==> src/rtl/nand_bus_phy.sv <==
// Pin-level NAND bus timing engine: one CMD/ADDR/WDATA/RDATA byte per request,
// with counter-timed setup / strobe-low / strobe-high phases and registered pins.
module nand_bus_phy #(
  parameter int T_SETUP = 1,
  parameter int T_LOW   = 2,
  parameter int T_HIGH  = 2
) (
  input  logic       PCLK,
  input  logic       PRESET,
  input  logic       req_valid,
  output logic       req_ready,
  input  logic [1:0] req_type,
  input  logic [7:0] req_data,
  input  logic       req_last,
  output logic       rsp_valid,
  output logic [7:0] rsp_data,
  input  logic       wp_en,
  input  logic       R_B,
  output logic       rb_ready,
  output logic       nCE,
  output logic       CLE,
  output logic       ALE,
  output logic       nWE,
  output logic       nRE,
  output logic       nWP,
  output logic [7:0] IO_out,
  output logic       IO_oe,
  input  logic [7:0] IO_in
);

  localparam logic [1:0] TYP_CMD   = 2'd0;
  localparam logic [1:0] TYP_ADDR  = 2'd1;
  localparam logic [1:0] TYP_RDATA = 2'd3;

  // Counters count down to 0, so a phase of N cycles loads N-1; 0 behaves as 1.
  localparam logic [3:0] LD_S = (T_SETUP <= 1) ? 4'd0 : 4'(T_SETUP - 1);
  localparam logic [3:0] LD_L = (T_LOW   <= 1) ? 4'd0 : 4'(T_LOW   - 1);
  localparam logic [3:0] LD_H = (T_HIGH  <= 1) ? 4'd0 : 4'(T_HIGH  - 1);

  typedef enum logic [1:0] {S_IDLE, S_SETUP, S_LOW, S_HIGH} state_t;

  state_t     state_q;
  logic [3:0] cnt_q;
  logic [1:0] type_q;
  logic       last_q;
  logic       nce_q, cle_q, ale_q, nwe_q, nre_q, nwp_q, oe_q;
  logic [7:0] out_q, rspd_q;
  logic       rspv_q;
  logic       rb_s1_q, rb_s2_q;

  assign req_ready = (state_q == S_IDLE) && !PRESET;

  always_ff @(posedge PCLK) begin
    if (PRESET) begin
      state_q <= S_IDLE;
      cnt_q   <= 4'd0;
      type_q  <= 2'd0;
      last_q  <= 1'b0;
      nce_q   <= 1'b1;
      cle_q   <= 1'b0;
      ale_q   <= 1'b0;
      nwe_q   <= 1'b1;
      nre_q   <= 1'b1;
      nwp_q   <= 1'b0;
      oe_q    <= 1'b0;
      out_q   <= 8'd0;
      rspv_q  <= 1'b0;
      rspd_q  <= 8'd0;
      rb_s1_q <= 1'b0;
      rb_s2_q <= 1'b0;
    end else begin
      nwp_q   <= ~wp_en;
      rb_s1_q <= R_B;
      rb_s2_q <= rb_s1_q;
      rspv_q  <= 1'b0;
      case (state_q)
        S_IDLE: begin
          if (req_valid) begin
            type_q  <= req_type;
            last_q  <= req_last;
            out_q   <= req_data;
            nce_q   <= 1'b0;
            cle_q   <= (req_type == TYP_CMD);
            ale_q   <= (req_type == TYP_ADDR);
            oe_q    <= (req_type != TYP_RDATA);
            cnt_q   <= LD_S;
            state_q <= S_SETUP;
          end
        end
        S_SETUP: begin
          if (cnt_q == 4'd0) begin
            state_q <= S_LOW;
            cnt_q   <= LD_L;
            if (type_q == TYP_RDATA) nre_q <= 1'b0;
            else                     nwe_q <= 1'b0;
          end else begin
            cnt_q <= cnt_q - 4'd1;
          end
        end
        S_LOW: begin
          if (cnt_q == 4'd0) begin
            state_q <= S_HIGH;
            cnt_q   <= LD_H;
            nwe_q   <= 1'b1;
            nre_q   <= 1'b1;
            // Sampled on the rising edge that releases nRE, while it is still low.
            if (type_q == TYP_RDATA) rspd_q <= IO_in;
          end else begin
            cnt_q <= cnt_q - 4'd1;
          end
        end
        S_HIGH: begin
          if (cnt_q == 4'd0) begin
            state_q <= S_IDLE;
            cle_q   <= 1'b0;
            ale_q   <= 1'b0;
            oe_q    <= 1'b0;
            rspv_q  <= (type_q == TYP_RDATA);
            if (last_q) nce_q <= 1'b1;
          end else begin
            cnt_q <= cnt_q - 4'd1;
          end
        end
        default: state_q <= S_IDLE;
      endcase
    end
  end

  assign nCE       = nce_q;
  assign CLE       = cle_q;
  assign ALE       = ale_q;
  assign nWE       = nwe_q;
  assign nRE       = nre_q;
  assign nWP       = nwp_q;
  assign IO_oe     = oe_q;
  assign IO_out    = out_q;
  assign rsp_valid = rspv_q;
  assign rsp_data  = rspd_q;
  assign rb_ready  = rb_s2_q;

endmodule

==> config.mk <==
export PLATFORM = sky130hd
export DESIGN_NAME = nand_bus_phy
export DESIGN_NICKNAME = d
export VERILOG_FILES = /design/src/rtl/nand_bus_phy.sv
export SDC_FILE = /design/constraint.sdc
export NUM_CORES = 1
export LEC_CHECK = 0
export CAP_MARGIN = 0
export CORE_AREA = 5 5 86 48
export CTS_BUF_LIST = sky130_fd_sc_hd__clkbuf_4 sky130_fd_sc_hd__clkbuf_8 sky130_fd_sc_hd__clkbuf_16
export CTS_CLUSTER_DIAMETER = 50
export DETAILED_ROUTE_END_ITERATION = 8
export DIE_AREA = 0 0 91 53
export MAX_ROUTING_LAYER = met4
export PLACE_DENSITY = 0.82
export SLEW_MARGIN = 25
export SYNTH_ARGS = -nofsm -noshare
export SYNTH_HDL_FRONTEND = slang
export SYNTH_SLANG_ARGS = --single-unit
export TNS_END_PERCENT = 10
==> constraint.sdc <==
create_clock -name PCLK -period 2.3 [get_ports PCLK]
set_input_delay 0.69 -clock PCLK [delete_from_list [all_inputs] [get_ports PCLK]]
set_output_delay 0.69 -clock PCLK [all_outputs]
set_load 0.05 [all_outputs]
== After elaboration in Yosys (flattened, before gate mapping) ==
Index checks and enable logic that the tools add are counted.
Word-level totals
  register bits after elaboration: 35
  input port bits: 24
  output and inout port bits: 26
  word-level logic and storage cells: 78
Cells by class
  $add $sub $neg: 1
  equality and inequality tests: 14
  muxes and demuxes: 27
  bitwise operators: 3
  reduce and logical (&&, ||, !) cells: 17
Operator list (number)
  2-bit != test, second input constant: 9
  4-bit AND reduction: 4
  1-bit two-way mux: 12
  4-bit two-way mux: 3
  1-bit case mux with 2 select lines: 6
  4-bit case mux with 3 select lines: 1
  2-bit two-way mux: 4
  2-bit case mux with 4 select lines: 1
  2-bit equality test, second input constant: 3
  3-bit AND reduction: 2
  2-bit by 1-bit equality test with 1-bit output, second input constant: 2
  2-bit logical NOT: 2
  4-bit logical NOT: 1
  2-bit AND reduction: 2
  2-bit nonzero test: 2
  4-bit by 1-bit subtractor with 4-bit output, second input constant: 1
  1-bit NOT: 3
  3-bit OR reduction: 1
  2-bit OR reduction: 1
  1-bit logical AND: 1
  1-bit logical NOT: 1

== Logic depth before layout (Yosys ltp) ==
Gate-level depths: netlist (run 1).
  depth after elaboration: 4
  gate-level depth with buffers: 6
  gate-level depth less buffers: 5

== Least setup slack after synthesis (run 1) ==
Ideal clock, no wire load.
  path kind: input -> output
  from: input PRESET
  to: output req_ready
  arrival: 1.723 ns
  slack: -0.113 ns
  cell stages on the path: 3
  path buffers: 2
  cells stage by stage: clkbuf_1 > clkbuf_1 > nor2_1
Between the ends
  cells in the longest elaborated chain, start to end: 2
RTL lines
  from (decl): RTL line 9  | input logic PRESET,
  1-bit logical NOT: RTL line 51  | assign req_ready = (state_q == S_IDLE) && !PRESET;
  1-bit logical AND: RTL line 51
  to (decl): RTL line 11  | output logic req_ready,
No other way between the ends.

== Worst setup path in the final report (run 1) ==
  from: register nce_q (netlist: nCE)
  to: output nCE
RTL lines
  from (decl): RTL line 46  | logic nce_q, cle_q, ale_q, nwe_q, nre_q, nwp_q, oe_q;
  from (signal assigned): RTL line 59  | nce_q <= 1'b1;
  from (signal assigned): RTL line 82  | nce_q <= 1'b0;
  from (signal assigned): RTL line 119  | if (last_q) nce_q <= 1'b1;
  to (decl): RTL line 20  | output logic nCE,
No word-level cell between the ends.

==> results.md, run 1 <==
* Result of the run: finished, final reports clean
* Combined buffer and inverter count along the critical path at 1
* Family of cells with the greatest summed delay on the critical path: buffers and inverters
* Number of failing setup endpoints in the final timing report at 0
* Initial antenna violation count at 0
* Total congestion overflow after global routing at 0
* Ratio of total power to cell area at 1100 nW/µm²
* Distinct cell type count of the synthesized netlist at 37
* Peak supply drop at 0.0006623 V
* Largest area contributor in the synthesized netlist: sky130_fd_sc_hd__dfxtp_1
* DRT Pass-1 Iters at 4
* Hold bufs inserted after CTS at 0
* Sequential-to-total area share from yosys stat at 0.4523
* CP cell instances: clkdlybuf4s50_1
* Maximum clock frequency at 460.8 MHz
* Syn Inst Count at 183
* Die outline area at 4823 µm²
* Met1 track utilization from global routing at 0.2504
* Number of setup buffers added after CTS at 0
* Routed vias/inst at 5.416
* Type of the most critical hold path: reg2reg
* Worst-path cell with the longest stage delay: sky130_fd_sc_hd__clkdlybuf4s50_1
* Number of rows in the core area at 15
* Clock tree sinks at 35
* Detailed Route Iter0 Violations at 47
* Critical-path maximum fanout at 2
* Die Y-Extent at 53 µm
* Kind of capture point of the worst setup path: output port
* Maximum number of pins on one net before global-route repair at 36
* Seq cells post-synth at 35
* Primary FF master, synth: sky130_fd_sc_hd__dfxtp_1
* Maximum root-to-sink buffer count at 2
* Final count of hold timing violations at 0
* Detailed-route wire length per cell at 14.85 µm
* Max-cap violations at 0
* Type of origin of the critical path: register
* Wire length of the first global-routing pass at 6906 µm
* Count of H-tree levels built during CTS at 2
* Number of warning messages in the yosys log at 0
* Total of buffers placed on input and output ports at 49
* Register clock-pin slew on the reported worst setup and hold paths at 70 ps
* Cell Area, Synth at 1549 µm²
* Largest cells by area after synthesis: sky130_fd_sc_hd__dfxtp_1 (45%), sky130_fd_sc_hd__a21oi_1 (8.4%), sky130_fd_sc_hd__nand2_1 (7.0%)
* Floorplan Core Area at 3284 µm²
* Synthesized area per cell at 8.464 µm²
* Startpoint-to-endpoint class of the critical path: reg2out
* Routability Congestion at 0.8754
* Accumulated negative setup slack at 0 ps
* # nets final at 263
* Synth top cells by count: sky130_fd_sc_hd__dfxtp_1 (35), sky130_fd_sc_hd__nand2_1 (29), sky130_fd_sc_hd__a21oi_1 (26)
* Met3 usage in global routing at 0.06392
* Number of pins exceeding their max-slew limit in the final report at 0
* Starting Density at 0.4716
* Required time worst endpoint at 1610 ps
* Number of nets with antenna violations after routing at 0
* Horizontal die dimension at 91 µm
* Cell count along the critical path at 1
* HPWL after detailed placement at 3045 µm
* Share of synthesized flip-flops with an asynchronous set or reset at 0
* Overall fraction of global-route tracks in use at 0.1881
* Detailed-route via count at 1484
* Unrepaired setup endpoints after global routing: no
* Number of enable flip-flop cells after synthesis at 0
* TritonCTS clock tree: done
* DRC viols at 0
* Layout Skew at 4.422 ps
* Final worst-path cycle share at 0.9436
* Clock insertion delay at the later pin of the skew report at 290 ps
* LEAKAGE at 0.0008160 µW
* Post-Syn Nets at 214
* Number of global-route vias before repair at 1407
* Cells on Worst Hold Path at 1
* Hold Slack at 442.1 ps
* Data arrival time of the critical path at 1480 ps
* CTS resizes at 0
* Shortest period the worst path allows at 2170 ps
* Fraction of final layout cells sized beyond drive strength 1 at 0.06897
* Fraction of synthesized cell area taken by the top area cell type at 0.4523
* Cell at the root of the clock tree: sky130_fd_sc_hd__clkbuf_8
* Transition time at the pin with the least slew margin at 529.3 ps
* Placed Instances at 267
* Area added between synthesis and finish at 40.79%
* Number of I/O pins at 50
* Final standard cell count with taps included and fillers excluded at 274
* Slew Limit Headroom at 0.6461
* GR Util met2 at 0.2572
* Fillcell total at 290
* Most congested layer reported by global routing: met2
* Clock buffer count from CTS at 5
* Most frequent cell after synthesis: sky130_fd_sc_hd__dfxtp_1
* Diodes inserted at 0
* Delay of the slowest cell on the worst path at 830 ps
* Path depth of the worst reg2reg path at 5
* Wire length after detailed routing at 4068 µm
metrics by stage:
step	total power, µW	setup WS (ps)	utilization	cell area (µm²)
5_1_grt	2565	24.92	0.6640	2181
2_1_floorplan	1532	108.5	-	1551
3_3_place_gp	1838	140.6	0.6316	2074
4_1_cts	2405	133.5	0.6640	2181
6_report	2399	129.7	0.6640	2181
3_5_place_dp	1862	150.7	0.6316	2074
layer usage:
metal / share of wire / wire (µm) / vias to the layer above
li1: - / - / 740
met1: 0.49 / 1992 / 685
met2: 0.41 / 1655 / 49
met3: 0.087 / 355 / 10
met4: 0.016 / 64 / 0
met5: 0 / 0 / -
kinds of logic (layout without fill, tap and decap cells):
| kind of cell | after synthesis | count (layout) | synth area share |
|---|---|---|---|
| simple gates | 67 | 67 | 0.2165 |
| compound gates | 54 | 54 | 0.2124 |
| fa+ha+maj | 7 | 7 | 0.05654 |
| buf+inv | 19 | 68 | 0.05573 |
| mux | 1 | 1 | 0.006462 |
| flops | 35 | 35 | 0.4523 |
report_power, final:
part           switching, µW  internal, µW  total, µW
combinational            673           411       1080
sequential              73.5           699        772
clock                    214           329        544
state kept, by name, indices dropped and copies added (netlist names), 2 cells and up:
register and cells:
type_q 2, rsp_data 8, IO_out 8, state_q 2
cnt_q 4
final cells by class:
class                   count  area [µm²]  area share
flip-flops and latches     35       700.7      0.3213
well taps                  42       52.55     0.02410
inverters                   9       33.78     0.01549
clock buffers               6       76.32     0.03500
repair buffers             52       523.0      0.2398
multi-input cells         129       764.5      0.3505
clock inverters             1       30.03     0.01377
final timing paths:
| kind | start | to | slack [ps] |
|---|---|---|---|
| hold / removal | rb_s1_q$_SDFF_PP0_ | rb_ready$_SDFF_PP0_ | 440 |
| hold reg to reg | rb_s1_q$_SDFF_PP0_ | rb_ready$_SDFF_PP0_ | 440 |
| setup / recovery | nCE$_SDFFE_PP1P_ | nCE | 130 |
| setup reg to reg | state_q[0]$_SDFFE_PP0P_ | state_q[1]$_SDFFE_PP0P_ | 550 |
layout by cell type (no fill, tap or decap), types with 3 or more instances in the layout:
| cell type | synthesis | routed |
|---|---|---|
| sky130_fd_sc_hd__clkdlybuf4s50_1 | 0 | 48 |
| sky130_fd_sc_hd__dfxtp_1 | 35 | 35 |
| sky130_fd_sc_hd__nand2_1 | 29 | 29 |
| sky130_fd_sc_hd__a21oi_1 | 26 | 26 |
| sky130_fd_sc_hd__nand3_1 | 12 | 12 |
| sky130_fd_sc_hd__inv_1 | 9 | 9 |
| sky130_fd_sc_hd__ha_1 | 7 | 7 |
| sky130_fd_sc_hd__o21ai_0 | 6 | 6 |
| sky130_fd_sc_hd__o21ai_1 | 5 | 5 |
| sky130_fd_sc_hd__nor2_1 | 6 | 5 |
| sky130_fd_sc_hd__clkbuf_8 | 0 | 5 |
| sky130_fd_sc_hd__nor2b_1 | 4 | 4 |
| sky130_fd_sc_hd__o2111ai_1 | 4 | 4 |
| sky130_fd_sc_hd__nand2b_1 | 3 | 3 |
| sky130_fd_sc_hd__o32ai_1 | 3 | 3 |
| sky130_fd_sc_hd__buf_4 | 1 | 3 |
Power figures use the tool's default switching activity.
==> run 2: changes to the inputs <==
--- a/config.mk
+++ b/config.mk
@@ -17,4 +17,4 @@
 export SYNTH_ARGS = -nofsm -noshare
 export SYNTH_HDL_FRONTEND = slang
 export SYNTH_SLANG_ARGS = --single-unit
-export TNS_END_PERCENT = 10
+export TNS_END_PERCENT = 50
==> results of run 2 <==
Final layout, timing and power as in run 1 (identical DEF).
==> run 3: changes to the inputs <==
==> constraint.sdc (replaced) <==
create_clock -name PCLK -period 2.3 [get_ports PCLK]
set_input_delay 0.69 -clock PCLK [delete_from_list [all_inputs] [get_ports PCLK]]
set_output_delay 0.69 -clock PCLK [all_outputs]
set_load 0.01 [all_outputs]
==> run 3 against run 2 <==
Worst setup slack worse by 82 ps. Final cell count is 0.73% higher. Cell area is 0.23% higher. Sequential share of layout area is 0.074 points lower. Global-route usage is 1.2 points lower. Combinational power is 18% lower. Die area stayed put. Clock power is 4.4% higher. Routed wire length is 4.4% lower. Largest cell class unchanged.
==> results.md, run 3 (synthesis gave the netlist of run 1 again) <==
* Result of the run: finished, final reports clean
* Number of rows in the core area at 15 (unchanged)
* Max-cap violations at 0 (unchanged)
* Detailed-route wire length per cell at 14.08 µm (-5.1%)
* Routed vias/inst at 5.388 (-0.52%)
* Count of H-tree levels built during CTS at 2 (unchanged)
* TritonCTS clock tree: done
* Slew Limit Headroom at 0.7226 (+0.07656)
* Clock insertion delay at the later pin of the skew report at 290 ps (about the same)
* Transition time at the pin with the least slew margin at 416.1 ps (-113.2 ps)
* Dpl cell area at 2069 µm² (-0.24%)
* Clock tree sinks at 35 (unchanged)
* HPWL after detailed placement at 2810 µm (-7.7%)
* Post-route met1 wirelength at 1941 µm (-2.6%)
* PnR Total Power at 2215 µW (-7.7%)
* Routed length on met2 at 1581 µm (-4.5%)
* Final count of hold timing violations at 0 (unchanged)
* Area added between synthesis and finish at 41.11%
* Highest routed metal layer: met4
* Diodes inserted at 0 (unchanged)
* Wire length of the first global-routing pass at 6458 µm (-6.5%)
* Detailed Route Iter0 Violations at 70 (+49%)
* Data arrival time of the critical path at 1560 ps (+80 ps)
* Register clock-pin slew on the reported worst setup and hold paths at 70 ps (about the same)
* Number of failing setup endpoints in the final timing report at 0 (unchanged)
* Kind of capture point of the worst setup path: output port
* Starting Density at 0.4716 (unchanged)
* Number of I/O pins at 50 (unchanged)
* Total of buffers placed on input and output ports at 49 (unchanged)
* Most frequent standard cell in the layout excluding fill and tap cells: sky130_fd_sc_hd__clkdlybuf4s50_1
* Detail Route met3 WL at 321 µm (-9.6%)
* Ratio of total power to cell area at 1013 nW/µm² (-7.9%)
* Total congestion overflow after global routing at 0 (unchanged)
* CTS resizes at 1 (+1)
* Number of global-route vias before repair at 1338 (-4.9%)
* Die outline area at 4823 µm² (unchanged)
* Number of setup buffers added after CTS at 0 (unchanged)
* Accumulated negative setup slack at 0 ps (unchanged)
* Number of pins exceeding their max-slew limit in the final report at 0 (unchanged)
* Detailed-route via count at 1487 (+0.20%)
* Layout Skew at 6.387 ps (+1.965 ps)
* Type of the most critical hold path: reg2reg
* Shortest period the worst path allows at 2253 ps (+82.34 ps)
* Number of nets with antenna violations after routing at 0 (unchanged)
* Final worst-path cycle share at 0.9794 (+0.03580)
* Die Y-Extent at 53 µm (unchanged)
* Maximum root-to-sink buffer count at 2 (unchanged)
* DRT Pass-1 Iters at 4 (unchanged)
* Leading cell types in the layout, fill and taps excluded: sky130_fd_sc_hd__clkdlybuf4s50_1 (48), sky130_fd_sc_hd__dfxtp_1 (35), sky130_fd_sc_hd__nand2_1 (29), sky130_fd_sc_hd__a21oi_1 (26), sky130_fd_sc_hd__nand3_1 (12)
* Wire length after detailed routing at 3887 µm (-4.4%)
* Peak supply drop at 0.0005987 V (-9.6%)
* Unrepaired setup endpoints after global routing: no
* Overall fraction of global-route tracks in use at 0.1760 (-0.01218)
* DRC viols at 0 (unchanged)
* Initial antenna violation count at 0 (unchanged)
* Required time worst endpoint at 1610 ps (about the same)
* Final core utilization at 0.6655 (+0.001524)
* Fraction of final layout cells sized beyond drive strength 1 at 0.06838 (-0.0005894)
* Maximum number of pins on one net before global-route repair at 36 (unchanged)
* Type of origin of the critical path: input pin
* Routability Congestion at 0.8263 (-5.6%)
* Maximum clock frequency at 443.9 MHz (-3.7%)
* Horizontal die dimension at 91 µm (unchanged)
* Startpoint-to-endpoint class of the critical path: in2out
* LEAKAGE at 0.0008249 µW (+1.1%)
* Critical-path maximum fanout at 2 (unchanged)
* Floorplan Core Area at 3284 µm² (unchanged)
* Final Instance Area at 2186 µm² (+0.23%)
* Hold bufs inserted after CTS at 0 (unchanged)
* Cell at the root of the clock tree: sky130_fd_sc_hd__clkbuf_8
* Clock buffer count from CTS at 5 (unchanged)
* # nets final at 264 (+0.38%)
==> run 3: cell types whose count changed in the layout (fill, tap and decap cells not counted) <==
cell                            previous run  this run
sky130_fd_sc_hd__buf_12                    1         0
sky130_fd_sc_hd__dlygate4sd2_1             0         1
sky130_fd_sc_hd__clkbuf_4                  1         0
sky130_fd_sc_hd__clkbuf_8                  5         6
sky130_fd_sc_hd__buf_4                     3         4
sky130_fd_sc_hd__clkinv_2                  0         1
sky130_fd_sc_hd__nor2_1                    5         6
sky130_fd_sc_hd__nor2_2                    1         0
==> run 3: area by class of cell <==
| cell class | instances | area [µm²] |
|---|---|---|
| clock buffer | 6 | 82.58 |
| timing repair buffer | 53 | 519.2 |
| fill | 265 | 1099 |
| inverter | 9 | 33.78 |
| clock inverter | 2 | 35.03 |
| multi-input combinational | 129 | 762.0 |
| tap | 42 | 52.55 |
| sequential | 35 | 700.7 |
==> run 3: final timing paths <==
| kind | startpoint | to | slack, ps | depth (start not counted) |
|---|---|---|---|---|
| worst max-delay path | PRESET | req_ready | 50 | 3 |
| worst min-delay path | rb_s1_q$_SDFF_PP0_ | rb_ready$_SDFF_PP0_ | 440 | 1 |
| worst max register to register | state_q[0]$_SDFFE_PP0P_ | state_q[1]$_SDFFE_PP0P_ | 600 | 5 |
| worst min register to register | rb_s1_q$_SDFF_PP0_ | rb_ready$_SDFF_PP0_ | 440 | 1 |
==> run 3: per-layer routing <==
metal  up-vias  global-route usage
li1        741                   -
met1       690              0.2342
met2        50              0.2416
met3         6             0.06534
met4         0             0.06585
met5         -                   -
==> run 3: stage by stage <==
step	hold slack [ps]	setup slack, ps	std cells
2_1_floorplan	413.8	287.5	183
3_3_place_gp	419.6	-226.9	268
3_5_place_dp	424.3	-222.9	268
4_1_cts	440.4	38.77	276
5_1_grt	469.9	10.66	276
6_report	439.5	47.32	276
==> run 3: power by group <==
group	switching [µW]	internal, µW
clock network	217	350
logic	480	402
registers	66.5	699
total	764	1450
==> run 3: critical path: stages <==
cell                              delay (ps)
sky130_fd_sc_hd__clkdlybuf4s50_1         460
sky130_fd_sc_hd__nor2_1                  120
sky130_fd_sc_hd__dlygate4sd2_1           290
